### config.mk
export PLATFORM = sky130hd
export DESIGN_NAME = emif_csr_rst_ctrl
export DESIGN_NICKNAME = d
export VERILOG_FILES = /design/src/rtl/emif_csr_rst_ctrl.sv
export SDC_FILE = /design/constraint.sdc
export NUM_CORES = 1
export LEC_CHECK = 0
export ABC_AREA = 1
export BUFFER_PORTS_ARGS = -buffer_cell sky130_fd_sc_hd__buf_2
export CELL_PAD_IN_SITES_DETAIL_PLACEMENT = 0
export CELL_PAD_IN_SITES_GLOBAL_PLACEMENT = 2
export CORE_MARGIN = 1
export CORE_UTILIZATION = 23
export DETAILED_ROUTE_END_ITERATION = 10
export PLACE_DENSITY_LB_ADDON = 0.08
export SLEW_MARGIN = 20
export SYNTH_ARGS = -nofsm -noshare
export SYNTH_HDL_FRONTEND = slang
export SYNTH_SLANG_ARGS = --single-unit
### constraint.sdc
create_clock -name clk -period 2.75 [get_ports clk]
set_clock_uncertainty 0.2 [all_clocks]
set_input_delay 0.4125 -clock clk [delete_from_list [all_inputs] [get_ports clk]]
set_output_delay 0.4125 -clock clk [all_outputs]
set_load 0.005 [all_outputs]
### src/rtl/emif_csr_rst_ctrl.sv
// -----------------------------------------------------------------------------
// emif_csr_rst_ctrl
//
// Reset sequencer and CSR block for the EMIF memory subsystem. It holds the
// memory subsystem in reset for RST_CYCLES cycles, then waits for every present
// channel to calibrate. The wait ends in DONE, or in FAIL on a channel fail or
// a timeout. The calibration result is latched into a status register. Host
// software reads these registers through a 64-bit CSR port:
//   0x00 DFH (constant), 0x08 status, 0x10 capability, 0x18 control.
//
// Optional build macro: EMIF_CSR_SCRATCH_EN adds a 64-bit scratch register at
// 0x20. It is cleared only by rst and is not touched by control triggers.
//
// Ports:
//   clk               CSR and sequencer clock
//   rst               synchronous active-high reset
//   csr_addr          byte address, bits [2:0] ignored
//   csr_write         write strobe (single cycle)
//   csr_writedata     write data
//   csr_read          read strobe (single cycle)
//   csr_readdata      read data, valid with csr_readdatavalid
//   csr_readdatavalid read response, one cycle after csr_read
//   mem_rst           active-high reset to the memory subsystem
//   cal_success       per-channel calibration pass (level)
//   cal_fail          per-channel calibration fail (level)
//   mem_ready         high only while the sequencer is in DONE
// -----------------------------------------------------------------------------
module emif_csr_rst_ctrl #(
    parameter int          NUM_CH      = 4,
    parameter logic [7:0]  CH_MASK     = 8'h0F,
    parameter logic [63:0] DFH_VAL     = 64'h3_00000_00B000_1009,
    parameter int          RST_CYCLES  = 16,
    parameter int          CAL_TIMEOUT = 100000
) (
    input  logic              clk,
    input  logic              rst,
    input  logic [11:0]       csr_addr,
    input  logic              csr_write,
    input  logic [63:0]       csr_writedata,
    input  logic              csr_read,
    output logic [63:0]       csr_readdata,
    output logic              csr_readdatavalid,
    output logic              mem_rst,
    input  logic [NUM_CH-1:0] cal_success,
    input  logic [NUM_CH-1:0] cal_fail,
    output logic              mem_ready
);

    typedef enum logic [1:0] {
        RST_ASSERT = 2'd0,
        WAIT_CAL   = 2'd1,
        DONE       = 2'd2,
        FAIL       = 2'd3
    } state_t;

    // The reset-hold count and the calibration timeout are never needed at the
    // same time, so one counter serves both phases.
    localparam int CNT_MAX = (RST_CYCLES > CAL_TIMEOUT) ? RST_CYCLES : CAL_TIMEOUT;
    localparam int CNT_W   = $clog2(CNT_MAX);
    localparam logic [CNT_W-1:0]  RST_LAST = CNT_W'(RST_CYCLES - 1);
    localparam logic [CNT_W-1:0]  CAL_LAST = CNT_W'(CAL_TIMEOUT - 1);
    localparam logic [NUM_CH-1:0] MASK     = CH_MASK[NUM_CH-1:0];

    // Word addresses (byte address >> 3).
    localparam logic [8:0] A_DFH = 9'h0;
    localparam logic [8:0] A_STS = 9'h1;
    localparam logic [8:0] A_CAP = 9'h2;
    localparam logic [8:0] A_CTL = 9'h3;
`ifdef EMIF_CSR_SCRATCH_EN
    localparam logic [8:0] A_SCR = 9'h4;
`endif

    state_t              state_q, state_d;
    logic [CNT_W-1:0]    cnt_q, cnt_d;
    logic                snap_en;
    logic                timeout_hit;
    logic [NUM_CH-1:0]   snap_succ_q, snap_fail_q;
    logic                timeout_q;
    logic [63:0]         rd_mux;
    logic [8:0]          word;
    logic                ctrl_trig;
    logic                any_fail, all_ok;

    // Address bits below the 64-bit word and the non-trigger control bits are
    // intentionally ignored.
    logic unused_bits;
    assign unused_bits = ^{csr_addr[2:0], csr_writedata[63:1]};

    assign word      = csr_addr[11:3];
    assign ctrl_trig = csr_write && (word == A_CTL) && csr_writedata[0];
    assign any_fail  = |(cal_fail & MASK);
    assign all_ok    = &(cal_success | ~MASK);

    // Next-state logic. The control trigger overrides everything, including a
    // calibration result arriving in the same cycle.
    // NOTE: every signal written here is given a default first so that no
    // path leaves it unassigned, which would infer a latch.
    always_comb begin
        state_d     = state_q;
        cnt_d       = cnt_q;
        snap_en     = 1'b0;
        timeout_hit = 1'b0;
        unique case (state_q)
            RST_ASSERT: begin
                if (cnt_q == RST_LAST) begin
                    state_d = WAIT_CAL;
                    cnt_d   = '0;
                end else begin
                    cnt_d = cnt_q + CNT_W'(1);
                end
            end
            WAIT_CAL: begin
                // Fail has priority over success, and both over the timeout.
                if (any_fail) begin
                    state_d = FAIL;
                    snap_en = 1'b1;
                end else if (all_ok) begin
                    state_d = DONE;
                    snap_en = 1'b1;
                end else if (cnt_q == CAL_LAST) begin
                    state_d     = FAIL;
                    snap_en     = 1'b1;
                    timeout_hit = 1'b1;
                end else begin
                    cnt_d = cnt_q + CNT_W'(1);
                end
            end
            DONE, FAIL: ;
        endcase
        if (ctrl_trig) begin
            state_d     = RST_ASSERT;
            cnt_d       = '0;
            snap_en     = 1'b0;
            timeout_hit = 1'b0;
        end
    end

    // mem_rst and mem_ready are registered from the next state, so they line
    // up exactly with state_q without a combinational path to the outputs.
    // NOTE: sequential state uses non-blocking assignments so every register
    // samples the pre-edge values, independent of statement order.
    always_ff @(posedge clk) begin
        if (rst) begin
            state_q   <= RST_ASSERT;
            cnt_q     <= '0;
            mem_rst   <= 1'b1;
            mem_ready <= 1'b0;
        end else begin
            state_q   <= state_d;
            cnt_q     <= cnt_d;
            mem_rst   <= (state_d == RST_ASSERT);
            mem_ready <= (state_d == DONE);
        end
    end

    // Status sticky bits: captured on the WAIT_CAL exit edge, cleared by rst
    // or by a control trigger.
    always_ff @(posedge clk) begin
        if (rst || ctrl_trig) begin
            snap_succ_q <= '0;
            snap_fail_q <= '0;
            timeout_q   <= 1'b0;
        end else if (snap_en) begin
            snap_succ_q <= cal_success;
            snap_fail_q <= cal_fail;
            timeout_q   <= timeout_hit;
        end
    end

`ifdef EMIF_CSR_SCRATCH_EN
    logic [63:0] scratch_q;

    always_ff @(posedge clk) begin
        if (rst) begin
            scratch_q <= '0;
        end else if (csr_write && (word == A_SCR)) begin
            scratch_q <= csr_writedata;
        end
    end
`endif

    // Read mux sees current register values, so a read that coincides with a
    // write returns the pre-write data.
    always_comb begin
        rd_mux = '0;
        case (word)
            A_DFH: rd_mux = DFH_VAL;
            A_STS: begin
                rd_mux[NUM_CH-1:0]   = snap_succ_q;
                rd_mux[8 +: NUM_CH]  = snap_fail_q;
                rd_mux[16]           = timeout_q;
                rd_mux[18:17]        = state_q;
            end
            A_CAP: begin
                rd_mux[7:0]  = CH_MASK;
                rd_mux[11:8] = 4'(NUM_CH);
            end
`ifdef EMIF_CSR_SCRATCH_EN
            A_SCR: rd_mux = scratch_q;
`endif
            default: rd_mux = '0;  // control reads 0; unmapped reads 0
        endcase
    end

    always_ff @(posedge clk) begin
        if (rst) begin
            csr_readdata      <= '0;
            csr_readdatavalid <= 1'b0;
        end else begin
            csr_readdatavalid <= csr_read;
            if (csr_read) begin
                csr_readdata <= rd_mux;
            end
        end
    end

endmodule

==> metrics.yaml, run 1 <==
final_common_cell: "nand2_1"
initial_utilization_pct: 23.7
diodes: 0
clk_pin_slew_worst_paths_ns: 0.07
die_x_um: 110
track_usage_pct: 12.3
min_period_over_period_pct: 73.0
placement.io_buffers: 41
drv_slew: 0
core.rowCount: 39
start_kind: "flip-flop"
post_cts_resized: 0
htreeDepth: 2
syn-cell-area_sq_um: 2700
cp_data_arrival_time_ns: 1.99
routed_wl_um: 7160
cts_setup_buffers: 0
multi_input_area_sq_um: 1420
clock_path_buffers: 2
power_frac_clock_pct: 45.3
hold_slack_ns: 0.177
drive_gt1_share_pct: 17.1
p_per_area_nw_per_um2: 454
final_util_pct: 26.2
fillers: 1314
rsz0062_at_grt: "no"
wl_per_cell_um: 12.3
placed_area_sq_um: 2850
core_sq_um: 11400
cp.required_ns: 2.73
dp_hpwl_um: 5230
seqCellArea_sq_um: 861
pin_count: 155
synth_adder_area_share_pct: 0.463
synth-compound-area-share_pct: 10.7
p_comb_share_pct: 7.5
p_int_w: 0.00101
outcome: "complete, no violations"
synthXorXnorAreaFrac_pct: 1.95
place_congestion: 0.719
cts_hold_buf: 0
syn_area_per_cell_sq_um: 6.75
fin_tns_setup_ns: 0
ir_drop_uv: 256
endpoint_kind: "flip-flop"
grt-ovfl-total: 0
critical_path.cell_chain: "ha_1 > nand3_1 > inv_1 > nand3_2 > nand2_2 > nand2_4 > nand2_4 > nand2_1 > o21ai_0 > inv_1"
cpPeakStageDelay_ns: 0.38
hold_path_class: "input port to flip-flop"
drtIter0Drc: 79
final_cell_mix: "86 x nand2_1, 50 x nor2_1, 47 x conb_1, 43 x dfxtp_1, 41 x buf_2"
antenna_found_initial: 0
yosys-mux-area-fraction_pct: 0
crit_family: "simple AND/OR/NAND/NOR gates"
setup_viol: 0
vias: 2315
ys_ff_latch: 43
p_leak_nw: 1.31
period_needed_ns: 2.01
cts_buffers: 5
p_sw_w: 0.000349
max_slew_margin_pct: 64.1
synth_top_family_by_area: "simple AND/OR/NAND/NOR gates"
path_max_fanout: 15
cts_tree: "yes"
cts.sinks: 43
first_global_vias: 2090
antenna_left: 0
yosys.area_share.simple_pct: 32.9
area_delta_synth_final_pct: 10.9
drtPass1Iterations: 4
worst-setup-path-type: "flip-flop to flip-flop"
seq_power_share_pct: 47.2
synthDistinctLibCells: 32
die_y_um: 110
drcViolationCount: 0
avgViaCountPerCell: 3.98
insertion_delay_ns: 0.29
synth-seq-area-share_pct: 31.9
ys.warnings.count: 0
ctsRootBufferMaster: "clkbuf_16"
die_area_sq_um: 12200
maxCapViolCount: 0
grt_pass1_wl_um: 11100
cp_num_buf_inv: 2
fmax_ghz: 0.498
nNetsFinal: 526
design_area_sq_um: 3000
grt_max_degree: 21
syn_inst: 400
hold_viol: 0
crit_path_top_delay_cell: "dfxtp_1"
switching_share_pct: 25.6
worstMarginPinSlew_ns: 0.532
-- cell usage after synthesis --
cell type  number  share of area [%]
and3_1          1               0.23
buf_6           2               0.83
a21oi_1        25                4.6
inv_1          32                4.4
nand3_1        32                5.9
nand2_4         2               0.83
inv_2           1               0.14
nand3b_1        6                1.7
o21ai_1         2               0.37
nand4_1         8                1.9
nor2_2          6                1.4
nand3_2         1               0.37
xor2_1          6                1.9
nand2_1        86                 12
ha_1            1               0.46
nand2b_1        1               0.23
a41oi_1         1               0.32
buf_4          54                 15
nor3_1          4               0.74
clkbuf_1        3               0.42
a21oi_2         8                2.6
dfxtp_1        43                 32
clkinv_1        2               0.28
o21bai_1        2               0.56
buf_2           4               0.74
nor2_1         50                6.9
conb_1          1               0.14
nand2_2         1               0.23
buf_1           1               0.14
o21ai_0        12                2.2
nor3b_1         1               0.28
or2_1           1               0.23
-- path summary, 6_finish.rpt --
path         startpoint               end  slack [ns]  cells after the start
max            cnt_q[1]           mem_rst        0.74                     10
min                 rst        state_q[0]        0.18                      2
max reg2reg    cnt_q[1]           mem_rst        0.74                     10
min reg2reg   timeout_q  csr_readdata[16]        0.27                      2
-- stage by stage --
step,total power [W],instances,setup WS [ns]
4_1_cts,0.00139,581,0.714
3_3_place_gp,0.000761,573,0.707
2_1_floorplan,0.000767,446,1.04
3_5_place_dp,0.000760,573,0.737
6_report,0.00136,581,0.743
5_1_grt,0.00143,581,0.549
-- power by group through the flow --
stage / Combinational (W) / Sequential [W] / Clock [W]
final: 0.000102 / 0.000643 / 0.000617
after detailed placement: 0.000102 / 0.000658 / 0
after CTS: 0.000103 / 0.000643 / 0.000648
after global placement: 0.000103 / 0.000658 / 0
after global routing: 0.000123 / 0.000645 / 0.000667
after floorplan: 0.000109 / 0.000658 / 0
-- routing by layer --
| layer | global-route usage [%] | wire [um] |
|---|---|---|
| met1 | 16.0 | 3510 |
| met3 | 2.53 | 332 |
| met5 | 0 | 0 |
| met4 | 4.51 | 140 |
| met2 | 19.9 | 3190 |
-- state kept, by name, indices dropped and copies added, names as in the netlist --
name               count
cnt_q                 17
csr_readdata          12
snap_fail_q            4
snap_succ_q            4
state_q                2
csr_readdatavalid      1
mem_ready              1
mem_rst                1
timeout_q              1
-- cell type report --
type,instances,share of cell area (%)
inverters,35,4.38
repair buffers,48,8.60
clock buffers,5,4.18
multi-input cells,304,47.3
flip-flops and latches,43,28.7
well taps,143,5.97
clock inverters,3,0.793
-- kinds of logic (layout without fill, tap and decap cells) --
kind of cell,Yosys count,after routing
AO/OA/AOI/OAI,50,50
other,1,47
AND/OR/NAND/NOR,200,200
buffers and inverters,99,91
XOR/XNOR,6,6
flip-flops,43,43
adder cells (fa/ha/maj),1,1
No activity file was read; power rests on OpenSTA's default activity.
==> inputs of run 2 (changes only) <==
Settings changed: CORE_UTILIZATION 23 to 22.
Clock period 2.75 ns to 2 ns, I/O delays scaled along.
==> metrics.yaml, run 2 (synthesis results as in run 1) <==
outcome: "complete, no violations"
seqCellArea_sq_um: 862
drtIter0Drc: 96
r2r_setup_slack_ns: 0.20
placed_area_sq_um: 2970
grt_max_degree: 23
insertion_delay_ns: 0.29
top_regs: "cnt_q x17, csr_readdata x12"
rsz0062_at_grt: "no"
drtPass1Iterations: 6
largest_register: "cnt_q"
track_usage_pct: 12.0
diodes: 0
fin_tns_setup_ns: 0
initial_utilization_pct: 22.5
dp_hpwl_um: 5390
antenna_left: 0
worst_slack_ns: 0.203
r2r_end: "mem_rst"
worst-setup-path-type: "flip-flop to flip-flop"
vias: 2390
hold_slack_ns: 0.0403
avgViaCountPerCell: 4.02
maxCapViolCount: 0
die_area_sq_um: 12700
ir_drop_uv: 283
area_delta_synth_final_pct: 15.8
fillers: 1362
first_global_vias: 2158
p_int_w: 0.00140
grt-ovfl-total: 0
hold_path_class: "input port to flip-flop"
clock_path_buffers: 2
drive_gt1_share_pct: 19.9
seq_power_share_pct: 46.8
setup_viol: 0
drcViolationCount: 0
routed_wl_um: 7250
path_max_fanout: 5
start_kind: "flip-flop"
cp.required_ns: 1.99
drv_slew: 0
hold_depth: 3
clk_pin_slew_worst_paths_ns: 0.07
grt_pass1_wl_um: 11700
pin_count: 155
final_common_cell: "nand2_1"
antenna_found_initial: 0
ctsRootBufferMaster: "clkbuf_16"
place_congestion: 0.672
nNetsFinal: 536
core.rowCount: 40
cts_buffers: 5
endpoint_kind: "flip-flop"
die_x_um: 113
placement.io_buffers: 41
cts_tree: "yes"
ff2ff_path_depth: 10
wl_per_cell_um: 12.2
p_comb_share_pct: 7.7
timing.rr.start: "cnt_q[1]"
p_leak_nw: 1.37
core_sq_um: 12000
die_y_um: 113
worstMarginPinSlew_ns: 0.496
cts.sinks: 43
cp_data_arrival_time_ns: 1.78
p_sw_w: 0.000496
final_util_pct: 26.0
switching_share_pct: 26.2
design_area_sq_um: 3130
holdPathEnd: "csr_readdatavalid"
period_needed_ns: 1.80
pre_cts_ws_ns: 0.0310
final_cell_mix: "86 x nand2_1, 50 x nor2_1, 47 x conb_1, 42 x dfxtp_1, 41 x buf_2"
multi_input_area_sq_um: 1430
max_slew_margin_pct: 66.5
fmax_ghz: 0.557
largest_reg_flops: 17
min_period_over_period_pct: 89.8
hold_viol: 0
htreeDepth: 2
p_per_area_nw_per_um2: 605
power_frac_clock_pct: 45.5
min-delay-start: "csr_read"
## run 2: cell types whose count changed in the layout (fill, tap and decap cells not counted), sizes merged
| cell | change |
|---|---|
| buf | +10 |
## run 2: how the worst max path moves through the flow
stage | endpoint | cells past startpoint | start | slack, ns
2_1_floorplan | snap_fail_q[0] | 9 | cnt_q[0] | 0.29
4_1_cts | mem_rst | 10 | cnt_q[1] | 0.01
5_1_grt | mem_rst | 11 | cnt_q[7] | 0.03
6_report | mem_rst | 10 | cnt_q[1] | 0.20
3_3_place_gp | mem_rst | 10 | cnt_q[1] | 0.05
3_5_place_dp | mem_rst | 10 | cnt_q[1] | 0.03
## run 2: critical path, stage by stage (launching register included)
cell,delay [ns]
dfxtp_2,0.36
ha_2,0.22
nand3_2,0.12
inv_2,0.11
nand3_2,0.10
nand2_2,0.13
nand2_4,0.09
nand2_4,0.07
nand2_1,0.13
o21ai_0,0.11
inv_1,0.06
## run 2: final cells by class
type / count / share of cell area (%)
sequential: 43 / 27.6
multi-input combinational: 304 / 45.8
inverter: 35 / 4.20
tap: 147 / 5.88
clock inverter: 3 / 0.760
timing repair buffer: 58 / 11.8
clock buffer: 5 / 4.00
## run 2: per-stage QoR
step                std cells  power [W]
global placement          587    0.00105
finish                    595    0.00189
global route              595    0.00198
CTS                       595    0.00193
floorplan                 446    0.00105
detailed placement        587    0.00105
## run 2: routing by layer
metal | wire, um | vias to the layer above | global-route usage [%]
li1 | - | 1270 | -
met1 | 3530 | 1044 | 15.7
met2 | 3310 | 68 | 19.5
met3 | 315 | 8 | 2.46
met4 | 91 | 0 | 4.00
met5 | 0 | - | 0
## run 2: repair_timing
item | 4_1_cts | 5_1_grt
setup endpoints to repair | 0 | 27
hold buffers | 0 | 0
resized for setup | 0 | 5
setup buffers | 0 | 0
## run 2: power groups by stage
stage / sequential, W / combinational (W) / clock (W)
after floorplan: 0.000905 / 0.000150 / 0
after global placement: 0.000905 / 0.000147 / 0
after detailed placement: 0.000905 / 0.000147 / 0
after CTS: 0.000885 / 0.000147 / 0.000900
after global routing: 0.000888 / 0.000171 / 0.000924
final: 0.000886 / 0.000146 / 0.000862
==> inputs of run 3 (changes only) <==
==> constraint.sdc (replaced) <==
create_clock -name clk -period 2 [get_ports clk]
set_clock_uncertainty 0.2 [all_clocks]
set_input_delay 0.1 -clock clk [delete_from_list [all_inputs] [get_ports clk]]
set_output_delay 0.1 -clock clk [all_outputs]
set_load 0.005 [all_outputs]
==> metrics.yaml, run 3 (synthesis results as in run 1) <==
outcome: "complete, no violations"
final_util_pct: 27.0
dp.cells: 588
setup_viol: 0
die_area_sq_um: 12700
place_congestion: 0.724
cp.required_ns: 2.01
worstMarginPinSlew_ns: 0.526
antenna_left: 0
p_comb_share_pct: 8.7
cts_tree: "yes"
cts_buffers: 5
htreeDepth: 2
grt-ovfl-total: 0
cts_setup_buffers: 0
grt_pass1_wl_um: 11800
min_period_over_period_pct: 92.3
final_common_cell: "nand2_1"
power_frac_clock_pct: 44.5
p_leak_nw: 1.42
core_sq_um: 12000
drtIter0Drc: 82
switching_share_pct: 25.4
placement.io_buffers: 41
grtUsageMet2_pct: 20.1
track_usage_pct: 11.9
grt-busiest-layer: "met2"
first_global_vias: 2234
grt_max_degree: 23
seq_power_share_pct: 46.8
drive_gt1_share_pct: 20.0
max_slew_margin_pct: 64.4
fillers: 1356
drv_slew: 0
vias: 2416
p_sw_w: 0.000481
largest_register: "cnt_q"
largest_reg_flops: 17
diodes: 0
cts.sinks: 43
area_delta_synth_final_pct: 20.2
routed_wl_um: 7360
met3_usage_pct: 2.20
worst-setup-path-type: "flip-flop to flip-flop"
fmax_ghz: 0.542
top_regs: "cnt_q x17, csr_readdata x12"
initial_utilization_pct: 22.5
use_met1_pct: 15.7
period_needed_ns: 1.85
endpoint_kind: "flip-flop"
cp_data_arrival_time_ns: 1.85
ctsRootBufferMaster: "clkbuf_16"
final_cell_mix: "86 x nand2_1, 50 x nor2_1, 47 x conb_1, 42 x dfxtp_1, 41 x buf_2"
maxCapViolCount: 0
die_x_um: 113
insertion_delay_ns: 0.28
pin_count: 155
drcViolationCount: 0
die_y_um: 113
clk_pin_slew_worst_paths_ns: 0.07
nNetsFinal: 548
dp_hpwl_um: 5450
p_int_w: 0.00141
ir_drop_uv: 320
p_per_area_nw_per_um2: 583
start_kind: "flip-flop"
hold_path_class: "input port to flip-flop"
path_max_fanout: 14
avgViaCountPerCell: 3.98
drtPass1Iterations: 4
clock_path_buffers: 2
layout.cells.non_filler: 607
antenna_found_initial: 0
wl_per_cell_um: 12.1
core.rowCount: 40
hold_viol: 0
run 3: changes by cell type in the layout (fill, tap and decap cells not counted), sizes merged:
cell,previous run,this run
buf,58,59
clkinvlp,2,1
clkinv,2,4
inv,34,33
dlygate4sd3,0,11
run 3: per-stage QoR:
| stage | setup WS [ns] | total power (W) | hold WS [ns] | TNS (ns) | instance area, sq um |
|---|---|---|---|---|---|
| floorplan | 0.295 | 0.00105 | -0.0276 | 0 | 2870 |
| global placement | -0.00634 | 0.00105 | 0.148 | -0.00634 | 2960 |
| detailed placement | 0.0159 | 0.00105 | 0.140 | 0 | 2960 |
| CTS | 0.00185 | 0.00193 | 0.00884 | 0 | 3220 |
| global route | -0.0227 | 0.00200 | 0.0559 | -0.0262 | 3250 |
| finish | 0.154 | 0.00189 | 0.0132 | 0 | 3250 |
run 3: critical path: stages (launching register included):
cell and delay [ns]:
dfxtp_1 0.40, ha_4 0.17, nand3_2 0.11, inv_2 0.10, nand3_2 0.10, nand2_2 0.13, nand2_4 0.12, nand2_4 0.09
buf_12 0.14, nand2_1 0.06, a21oi_1 0.15
run 3: final timing paths:
check | startpoint | end | slack (ns) | cells past startpoint
worst min register to register | timeout_q | csr_readdata[16] | 0.26 | 2
worst min-delay path | csr_addr[11] | csr_readdata[60] | 0.01 | 4
worst max register to register | cnt_q[1] | cnt_q[4] | 0.15 | 10
worst max-delay path | cnt_q[1] | cnt_q[4] | 0.15 | 10
run 3: metal layers:
metal	share of wire (%)	vias to the layer above	routed length, um
li1	-	1289	-
met1	49	1068	3630
met2	47	57	3470
met3	3.1	2	230
met4	0.49	0	36
met5	0	-	0
run 3: timing repair:
| action | in CTS | in global routing |
|---|---|---|
| hold buffers | 11 | 0 |
| setup endpoints to repair | 0 | 21 |
| resized for setup | 0 | 7 |
| hold endpoints to repair | 13 | 0 |
run 3: area by class of cell:
cell class | count | area (sq um) | share of cell area (%)
multi-input cells | 304 | 1450 | 44.5
flip-flops and latches | 43 | 862 | 26.5
repair buffers | 70 | 475 | 14.6
well taps | 147 | 184 | 5.66
inverters | 35 | 131 | 4.04
clock buffers | 5 | 125 | 3.85
clock inverters | 3 | 25.0 | 0.770
run 3: power by group through the flow:
stage,registers (W),clock network [W],logic [W]
4_1_cts,0.000885,0.000881,0.000164
5_1_grt,0.000889,0.000915,0.000192
2_1_floorplan,0.000905,0,0.000150
6_report,0.000886,0.000842,0.000165
3_3_place_gp,0.000905,0,0.000147
3_5_place_dp,0.000905,0,0.000146
